## config.mk

```make
export PLATFORM = sky130hd
export DESIGN_NAME = data_register_file
export DESIGN_NICKNAME = d
export VERILOG_FILES = /design/src/rtl/data_register_file.sv
export SDC_FILE = /design/constraint.sdc
export NUM_CORES = 2
export LEC_CHECK = 0
export BUFFER_PORTS_ARGS = -buffer_cell sky130_fd_sc_hd__buf_2
export CAP_MARGIN = 10
export CORE_UTILIZATION = 55
export CTS_CLUSTER_DIAMETER = 100
export CTS_CLUSTER_SIZE = 12
export DETAILED_ROUTE_END_ITERATION = 6
export GPL_TIMING_DRIVEN = 0
export MAX_ROUTING_LAYER = met4
export PLACE_DENSITY = 0.71
export SETUP_SLACK_MARGIN = 0.3
export SLEW_MARGIN = 5
export SYNTH_ARGS = -nofsm -noshare
export SYNTH_HDL_FRONTEND = slang
export SYNTH_SLANG_ARGS = --single-unit
```

## constraint.sdc

```tcl
create_clock -name clock -period 12.61 [get_ports clock]
set_clock_uncertainty 0.2 [all_clocks]
set_input_delay 2.522 -clock clock [delete_from_list [all_inputs] [get_ports clock]]
set_output_delay 2.522 -clock clock [all_outputs]
set_load 0.02 [all_outputs]
```

## src/rtl/data_register_file.sv

```systemverilog
// -----------------------------------------------------------------------------
// data_register_file
//   Parametrised single-clock register file (DEPTH = 2**ADDR_W words of DATA_W
//   bits). It has one write port and one registered read port with a one-cycle
//   read-valid pulse. When a read and a write hit the same address in the same
//   cycle, the read returns the new write data (write-first bypass). A clear
//   sequencer zeroes every entry after reset, and again whenever clear_req is
//   seen while the array is ready.
//
//   Optional feature macro: DATA_REG_PARITY_EN
//     defined   : each entry carries an even-parity bit; parity_inject stores
//                 inverted parity; read_parity_err flags a mismatch on reads.
//     undefined : plain DATA_W storage; parity_inject is ignored;
//                 read_parity_err is constant 0.
//
// Ports
//   clock           in   rising-edge clock
//   reset_n         in   asynchronous active-low reset
//   clear_req       in   restart the clear sequence (only honoured when ready)
//   ready           out  1 = array usable, 0 while clearing
//   write_en        in   write strobe
//   write_addr      in   write index  [ADDR_W]
//   write_data      in   write word   [DATA_W]
//   read_en         in   read request
//   read_addr       in   read index   [ADDR_W]
//   read_data       out  read word    [DATA_W], valid when read_valid=1
//   read_valid      out  one-cycle pulse, 1 cycle after an accepted read
//   parity_inject   in   with write_en: store inverted parity
//   read_parity_err out  parity mismatch on read_data (qualified by read_valid)
// -----------------------------------------------------------------------------
module data_register_file #(
  parameter int DATA_W = 8,
  parameter int ADDR_W = 8
) (
  input  logic              clock,
  input  logic              reset_n,
  input  logic              clear_req,
  output logic              ready,
  input  logic              write_en,
  input  logic [ADDR_W-1:0] write_addr,
  input  logic [DATA_W-1:0] write_data,
  input  logic              read_en,
  input  logic [ADDR_W-1:0] read_addr,
  output logic [DATA_W-1:0] read_data,
  output logic              read_valid,
  input  logic              parity_inject,
  output logic              read_parity_err
);

  localparam int DEPTH = 2 ** ADDR_W;
`ifdef DATA_REG_PARITY_EN
  localparam int WORD_W = DATA_W + 1;
`else
  localparam int WORD_W = DATA_W;
`endif

  typedef enum logic {
    ST_CLEAR,
    ST_READY
  } state_e;

  state_e              state_q, state_d;
  logic [ADDR_W-1:0]   ptr_q, ptr_d;
  logic [DATA_W-1:0]   rd_data_q, rd_data_d;
  logic                rd_valid_q, rd_valid_d;
  logic                rd_perr_q, rd_perr_d;

  // Storage is intentionally not reset; the clear sequencer owns initialisation.
  logic [WORD_W-1:0]   mem_q [0:DEPTH-1];

  logic                mem_we;
  logic [ADDR_W-1:0]   mem_waddr;
  logic [WORD_W-1:0]   mem_wdata;

  logic [WORD_W-1:0]   wr_word;
  logic [WORD_W-1:0]   rd_word;
  logic                rd_hit;
  logic                rd_perr;
  logic                rd_accept;

  assign ready     = (state_q == ST_READY);
  assign rd_accept = ready & read_en;
  assign rd_hit    = write_en & (write_addr == read_addr);

`ifdef DATA_REG_PARITY_EN
  // Even parity: the stored bit makes the XOR of all WORD_W bits zero.
  assign wr_word = {(^write_data) ^ parity_inject, write_data};
  // A bypassed read carries freshly computed parity, so it never flags.
  assign rd_perr = rd_hit ? 1'b0 : (^rd_word);
`else
  logic unused_parity_inject;
  assign unused_parity_inject = parity_inject;
  assign wr_word = write_data;
  assign rd_perr = 1'b0;
`endif

  assign rd_word = rd_hit ? wr_word : mem_q[read_addr];

  // ---------------------------------------------------------------------------
  // Clear sequencer FSM
  // ---------------------------------------------------------------------------
  always_comb begin
    state_d = state_q;
    ptr_d   = ptr_q;
    unique case (state_q)
      ST_CLEAR: begin
        ptr_d = ptr_q + ADDR_W'(1);
        if (&ptr_q) begin
          state_d = ST_READY;
          ptr_d   = '0;
        end
      end
      ST_READY: begin
        if (clear_req) begin
          state_d = ST_CLEAR;
          ptr_d   = '0;
        end
      end
      default: begin
        state_d = ST_CLEAR;
        ptr_d   = '0;
      end
    endcase
  end

  // ---------------------------------------------------------------------------
  // Memory write port: the sequencer owns it while clearing, the user otherwise.
  // An all-zero word already has correct even parity.
  // ---------------------------------------------------------------------------
  always_comb begin
    mem_we    = 1'b0;
    mem_waddr = ptr_q;
    mem_wdata = '0;
    if (state_q == ST_CLEAR) begin
      mem_we = 1'b1;
    end else if (write_en) begin
      mem_we    = 1'b1;
      mem_waddr = write_addr;
      mem_wdata = wr_word;
    end
  end

  always_ff @(posedge clock) begin
    if (mem_we) begin
      mem_q[mem_waddr] <= mem_wdata;
    end
  end

  // ---------------------------------------------------------------------------
  // Registered read port; read_data holds between accepted reads.
  // ---------------------------------------------------------------------------
  always_comb begin
    rd_data_d  = rd_data_q;
    rd_valid_d = 1'b0;
    rd_perr_d  = 1'b0;
    if (rd_accept) begin
      rd_data_d  = rd_word[DATA_W-1:0];
      rd_valid_d = 1'b1;
      rd_perr_d  = rd_perr;
    end
  end

  always_ff @(posedge clock or negedge reset_n) begin
    if (!reset_n) begin
      state_q    <= ST_CLEAR;
      ptr_q      <= '0;
      rd_data_q  <= '0;
      rd_valid_q <= 1'b0;
      rd_perr_q  <= 1'b0;
    end else begin
      state_q    <= state_d;
      ptr_q      <= ptr_d;
      rd_data_q  <= rd_data_d;
      rd_valid_q <= rd_valid_d;
      rd_perr_q  <= rd_perr_d;
    end
  end

  assign read_data       = rd_data_q;
  assign read_valid      = rd_valid_q;
  assign read_parity_err = rd_perr_q;

endmodule

```

# Yosys cells after proc, flatten, opt, wreduce, memory -nomap -nowiden
# Memories as Yosys holds them, arrays and structs flattened. A register that Yosys moved wholly into a read port is not among the register bits.
# Cells that the tools add are included.
[totals]
n_memories = 1
reg_bits = 10
ramBits = 2048
in_bits = 30
output_inout_bits = 11
[mem_list]
columns = ["name", "words", "word_bits", "rd", "rd_ports_with_merged_regs", "write_ports", "line_no", "text"]
rows = [
  ["mem_q", 256, 8, 1, 1, 1, "69", "logic [WORD_W-1:0] mem_q [0:DEPTH-1];"],
]
[op_classes]
n_reduce_logical = 2
addsub = 1
n_mux = 15
eq_ne = 1
bitwise_logic = 2
[op_table]
columns = ["op", "count"]
rows = [
  ["2-to-1 mux 8 bit", 6],
  ["one-hot mux 8 bit (2 select lines)", 1],
  ["adder 8 x 1 -> 8 bit (second input constant)", 1],
  ["AND reduction 8 bit", 1],
  ["2-to-1 mux 1 bit", 7],
  ["inequality test 2 bit (second input constant)", 1],
  ["one-hot mux 1 bit (2 select lines)", 1],
  ["AND 1 bit", 1],
  ["zero test 1 bit", 1],
  ["NOT 1 bit", 1],
]

# Longest topological paths before layout
[logic_depth]
ltp_word = 4
depth_mapped = 12
depth_no_buf = 7

# Least setup slack after synthesis
# OpenSTA, ideal clock, no wires.
[synth_timing]
path_kind = "input to register"
startpoint = "input port write_en"
endpoint = "memory mem_q[0][1] (netlist bit), data pin"
required_time_ns = 11.533
setup_ns = 0.877
slack_ns = 5.258
path_buffers = 2
stages = 3
arrival_time_ns = 6.275
cell_sequence = "buf_2 -> clkbuf_1 -> and3_1"
[synth_via]
elab_chain_len = 2
[synth_rtl]
columns = ["item", "line_no", "text"]
rows = [
  ["start, declared", "39", "input logic write_en,"],
  ["2-to-1 mux 8 bit", "136", "end else if (write_en) begin"],
  ["2-to-1 mux 8 bit", "134", "if (state_q == ST_CLEAR) begin"],
  ["via mem_wdata[1]", "73", "logic [WORD_W-1:0] mem_wdata;"],
  ["end, declared", "69", ""],
]
# The timed path passes the listed nets, and every way through them passes these cells.

# Worst setup path after layout
[layout_timing]
startpoint = "input port write_en"
endpoint = "memory mem_q[240][5] (netlist bit) (enable)"
[layout_via]
elab_chain_len = 4
[layout_rtl]
columns = ["item", "line_no", "text"]
rows = [
  ["2-to-1 mux 1 bit", "136", ""],
  ["2-to-1 mux 1 bit", "134", ""],
  ["2-to-1 mux 1 bit", "144", "if (mem_we) begin"],
  ["2-to-1 mux 1 bit (implied by the code)", "145", "mem_q[mem_waddr] <= mem_wdata;"],
]
# Several ways; a longest one is shown, not always the timed one.

==> impl_metrics.sql <==
INSERT INTO impl_metrics (metric_group, metric, value, unit) VALUES
('worst_setup_path', 'crit_fanout', '10', ''),
('clock_network', 'cts_buffers', '190', ''),
('job', 'cap_violations', '0', ''),
('worst_setup_path', 'critPathMaxStageDelay', '1.13', 'ns'),
('floorplan', 'start_util', '0.5572', ''),
('finish', 'layout.filler_cells', '10010', ''),
('finish', 'postLayoutCellArea', '90140', 'µm²'),
('worst_setup_path', 'critical_path.cell_chain', 'buf_2 > and2_1 > mux2i_1 > nand4_1 > nand2b_1 > clkbuf_2 > nor2_1', ''),
('clock_network', 'tritoncts_num_sinks', '2066', ''),
('clock_network', 'post_cts_sizing', '0', ''),
('global_route', 'globalRouteOverflowTotal', '0', ''),
('drt', 'drt-initial-drc-count', '7530', ''),
('logic_synthesis', 'yosys-top-cells-area', 'sky130_fd_sc_hd__edfxtp_1 (75%), sky130_fd_sc_hd__mux4_2 (12%), sky130_fd_sc_hd__mux2i_1 (2.6%)', ''),
('placed_design', 'port-buffer-count', '34', ''),
('placed_design', 'place_congestion', '1.012', ''),
('drt', 'drtPass1Iterations', '6', ''),
('clock_network', 'cts_root_buffer', 'sky130_fd_sc_hd__clkbuf_16', ''),
('finish', 'final_layout_size_suffix_gt1_frac', '0.2142', ''),
('worst_setup_path', 'reg2reg_setup_slack', '7.07', 'ns'),
('logic_synthesis', 'synth.yosys.seq_area_share', '0.7592', ''),
('sta', 'worst_slew_pin_slew', '1.485', 'ns'),
('sta', 'final_period_minus_worst_setup_slack', '6.938', 'ns'),
('floorplan', 'die_area', '149900', 'µm²'),
('global_route', 'global_route_met1_usage', '0.4398', ''),
('drt', 'via_count', '43440', ''),
('power_and_ir_drop', 'leakagePower', '28.66', 'nW'),
('sta', 'fin_crit_sh', '0.5502', ''),
('floorplan', 'rows', '140', ''),
('floorplan', 'floorplan.io_pins', '41', ''),
('worst_setup_path', 'worst_setup_path_end_kind', 'register', ''),
('drt', 'routedWlPerCell', '38.34', 'µm'),
('sta', 'rsz0062_at_grt', 'false', ''),
('logic_synthesis', 'synth_enable_flop_cells', '2048', ''),
('drt', 'remaining_drcs', '0', ''),
('logic_synthesis', 'yosys.cell_count.top_type', 'sky130_fd_sc_hd__edfxtp_1', ''),
('finish', 'fin_nets', '4251', ''),
('clock_network', 'cts_tree', 'built', ''),
('clock_network', 'clkSlewWorstSetupHoldPaths', '0.06', 'ns'),
('sta', 'maxSlewHeadroom', '0.009914', ''),
('global_route', 'global_route.usage.met2', '0.4643', ''),
('sta', 'setup_viol_count_final', '0', ''),
('global_route', 'grt_first_pass_wirelength', '326800', 'µm'),
('drt', 'route.antenna.remaining_nets', '0', ''),
('sta', 'fmax', '0.1441', 'GHz'),
('global_route', 'grt_util_all_layers', '0.3282', ''),
('logic_synthesis', 'most_instantiated_cells_after_synthesis', 'sky130_fd_sc_hd__edfxtp_1 (2048), sky130_fd_sc_hd__mux4_2 (420), sky130_fd_sc_hd__nor2_1 (296)', ''),
('clock_network', 'clk_latency', '0.83', 'ns'),
('finish', 'flow.area_growth_from_synthesis', '10.47', '%'),
('floorplan', 'fp.dieH', '387.2', 'µm'),
('logic_synthesis', 'postSynthRegisterBits', '2066', ''),
('worst_setup_path', 'sort_of_element_at_the_start_of_the_critical_path', 'input pin', ''),
('logic_synthesis', 'ys_types', '65', ''),
('logic_synthesis', 'synth_top_cell_by_area', 'sky130_fd_sc_hd__edfxtp_1', ''),
('min_path', 'count_of_cells_along_the_worst_hold_path', '1', ''),
('placed_design', 'placedInstanceArea', '84980', 'µm²'),
('drt', 'via_per_inst', '7.004', ''),
('logic_synthesis', 'synthesis.instances', '3960', ''),
('global_route', 'grt_start_max_net_pins', '92', ''),
('worst_setup_path', 'arrival_time_at_the_worst_endpoint', '7.20', 'ns'),
('logic_synthesis', 'yosys_most_used_dff', 'sky130_fd_sc_hd__edfxtp_1', ''),
('global_route', 'first_global_vias', '42180', ''),
('sta', 'totalNegativeSetupSlack', '0', 'ns'),
('clock_network', 'clock_tree.htree_level_count', '4', ''),
('floorplan', 'fp.coreArea', '146400', 'µm²'),
('power_and_ir_drop', 'peakVddDrop', '0.0001307', 'V'),
('sta', 'timing.final.max_slew_violations', '0', ''),
('logic_synthesis', 'mappedNetlistNets', '3991', ''),
('status', 'outcome', 'completed', ''),
('floorplan', 'floorplan.die.width', '387.2', 'µm'),
('clock_network', 'post_cts_hold_buffer_count', '0', ''),
('global_route', 'groute.layer.met3.usage', '0.1026', '');
-- report_power, final --
group	internal, W	switching (W)
Sequential	0.00762	0.0000513
Clock	0.00271	0.00242
Combinational	0.000376	0.000950
Total	0.0107	0.00342
-- through the flow --
| stage | utilization | total power (W) | worst slack, ns | cells |
|---|---|---|---|---|
| final | 0.6155 | 0.01413 | 5.672 | 6202 |
| after global routing | 0.6154 | 0.01436 | 5.868 | 6196 |
| after CTS | 0.6149 | 0.01406 | 6.079 | 6176 |
| after detailed placement | 0.5803 | 0.009071 | 5.195 | 5941 |
| after global placement | 0.5747 | 0.009048 | 0.5429 | 5911 |
| after floorplan | - | 0.008469 | 5.258 | 3960 |
-- routing by layer --
metal / up-vias / routed length, µm
li1: 16900 / -
met1: 22650 / 87280
met2: 3300 / 105600
met3: 592 / 32900
met4: 0 / 12010
met5: - / 0
-- path summary, 6_finish.rpt --
kind                           from       endpoint
max in group asynchronous   reset_n   read_data[2]
min reg2reg                ptr_q[0]       ptr_q[0]
max reg2reg                   ready  mem_q[240][5]
min in group asynchronous   reset_n   read_data[7]
min                        ptr_q[0]       ptr_q[0]
max                        write_en  mem_q[240][5]
-- sequential cells by signal, indices dropped and copies added (netlist names) --
name / count
read_data: 8
ptr_q: 8
ready: 1
mem_q: 2048
read_valid: 1
-- critical path, delay by kind of cell --
kind | cells | cell delay (ns)
and+or+nand+nor | 4 | 2.72
muxes | 1 | 1.13
buffers and inverters | 2 | 0.80
-- cell usage in the layout (no fill, tap or decap), types with 9 or more instances in the layout --
cell,n
sky130_fd_sc_hd__nand4_1,16
sky130_fd_sc_hd__clkbuf_2,12
sky130_fd_sc_hd__clkbuf_1,93
sky130_fd_sc_hd__o21ai_0,31
sky130_fd_sc_hd__clkbuf_16,191
sky130_fd_sc_hd__nor4_1,11
sky130_fd_sc_hd__buf_4,55
sky130_fd_sc_hd__o22ai_1,33
sky130_fd_sc_hd__nand2b_1,14
sky130_fd_sc_hd__o21ai_1,12
sky130_fd_sc_hd__o31ai_1,11
sky130_fd_sc_hd__buf_8,9
sky130_fd_sc_hd__diode_2,22
sky130_fd_sc_hd__a221oi_1,16
sky130_fd_sc_hd__a22o_1,11
sky130_fd_sc_hd__a211oi_1,25
sky130_fd_sc_hd__buf_6,28
sky130_fd_sc_hd__and2_1,12
sky130_fd_sc_hd__mux4_1,31
sky130_fd_sc_hd__or3_1,11
sky130_fd_sc_hd__o221ai_1,44
sky130_fd_sc_hd__mux2i_1,213
sky130_fd_sc_hd__edfxtp_1,2048
sky130_fd_sc_hd__nand3_1,49
sky130_fd_sc_hd__mux4_2,420
sky130_fd_sc_hd__buf_2,92
sky130_fd_sc_hd__a21oi_1,75
sky130_fd_sc_hd__buf_16,25
sky130_fd_sc_hd__nand2_1,93
sky130_fd_sc_hd__nor2_1,296
sky130_fd_sc_hd__nor3_1,30
sky130_fd_sc_hd__and3_1,11
sky130_fd_sc_hd__mux2_2,32
sky130_fd_sc_hd__a22oi_1,59
sky130_fd_sc_hd__nor2b_1,24
sky130_fd_sc_hd__dfrtp_1,18
sky130_fd_sc_hd__buf_12,16
-- final cells by class --
| type | instances | area, µm² | share of cell area |
|---|---|---|---|
| clock buffer | 221 | 4892 | 0.05427 |
| timing repair buffer | 68 | 960.9 | 0.01066 |
| inverter | 6 | 22.52 | 0.0002499 |
| sequential | 2066 | 61950 | 0.6873 |
| buffer | 238 | 1704 | 0.01891 |
| antenna | 22 | 55.05 | 0.0006108 |
| tap | 1917 | 2399 | 0.02661 |
| multi-input combinational | 1650 | 17980 | 0.1994 |
| clock inverter | 14 | 177.7 | 0.001971 |
-- cell families after synthesis --
group	synth area share
mux	0.1565
compound gates	0.03004
xor+xnor	0.0006440
flops	0.7592
other cells	0.00004596
buf+inv	0.02096
simple gates	0.03245
fa+ha+maj	0.0001533
Power figures use the tool's default switching activity.
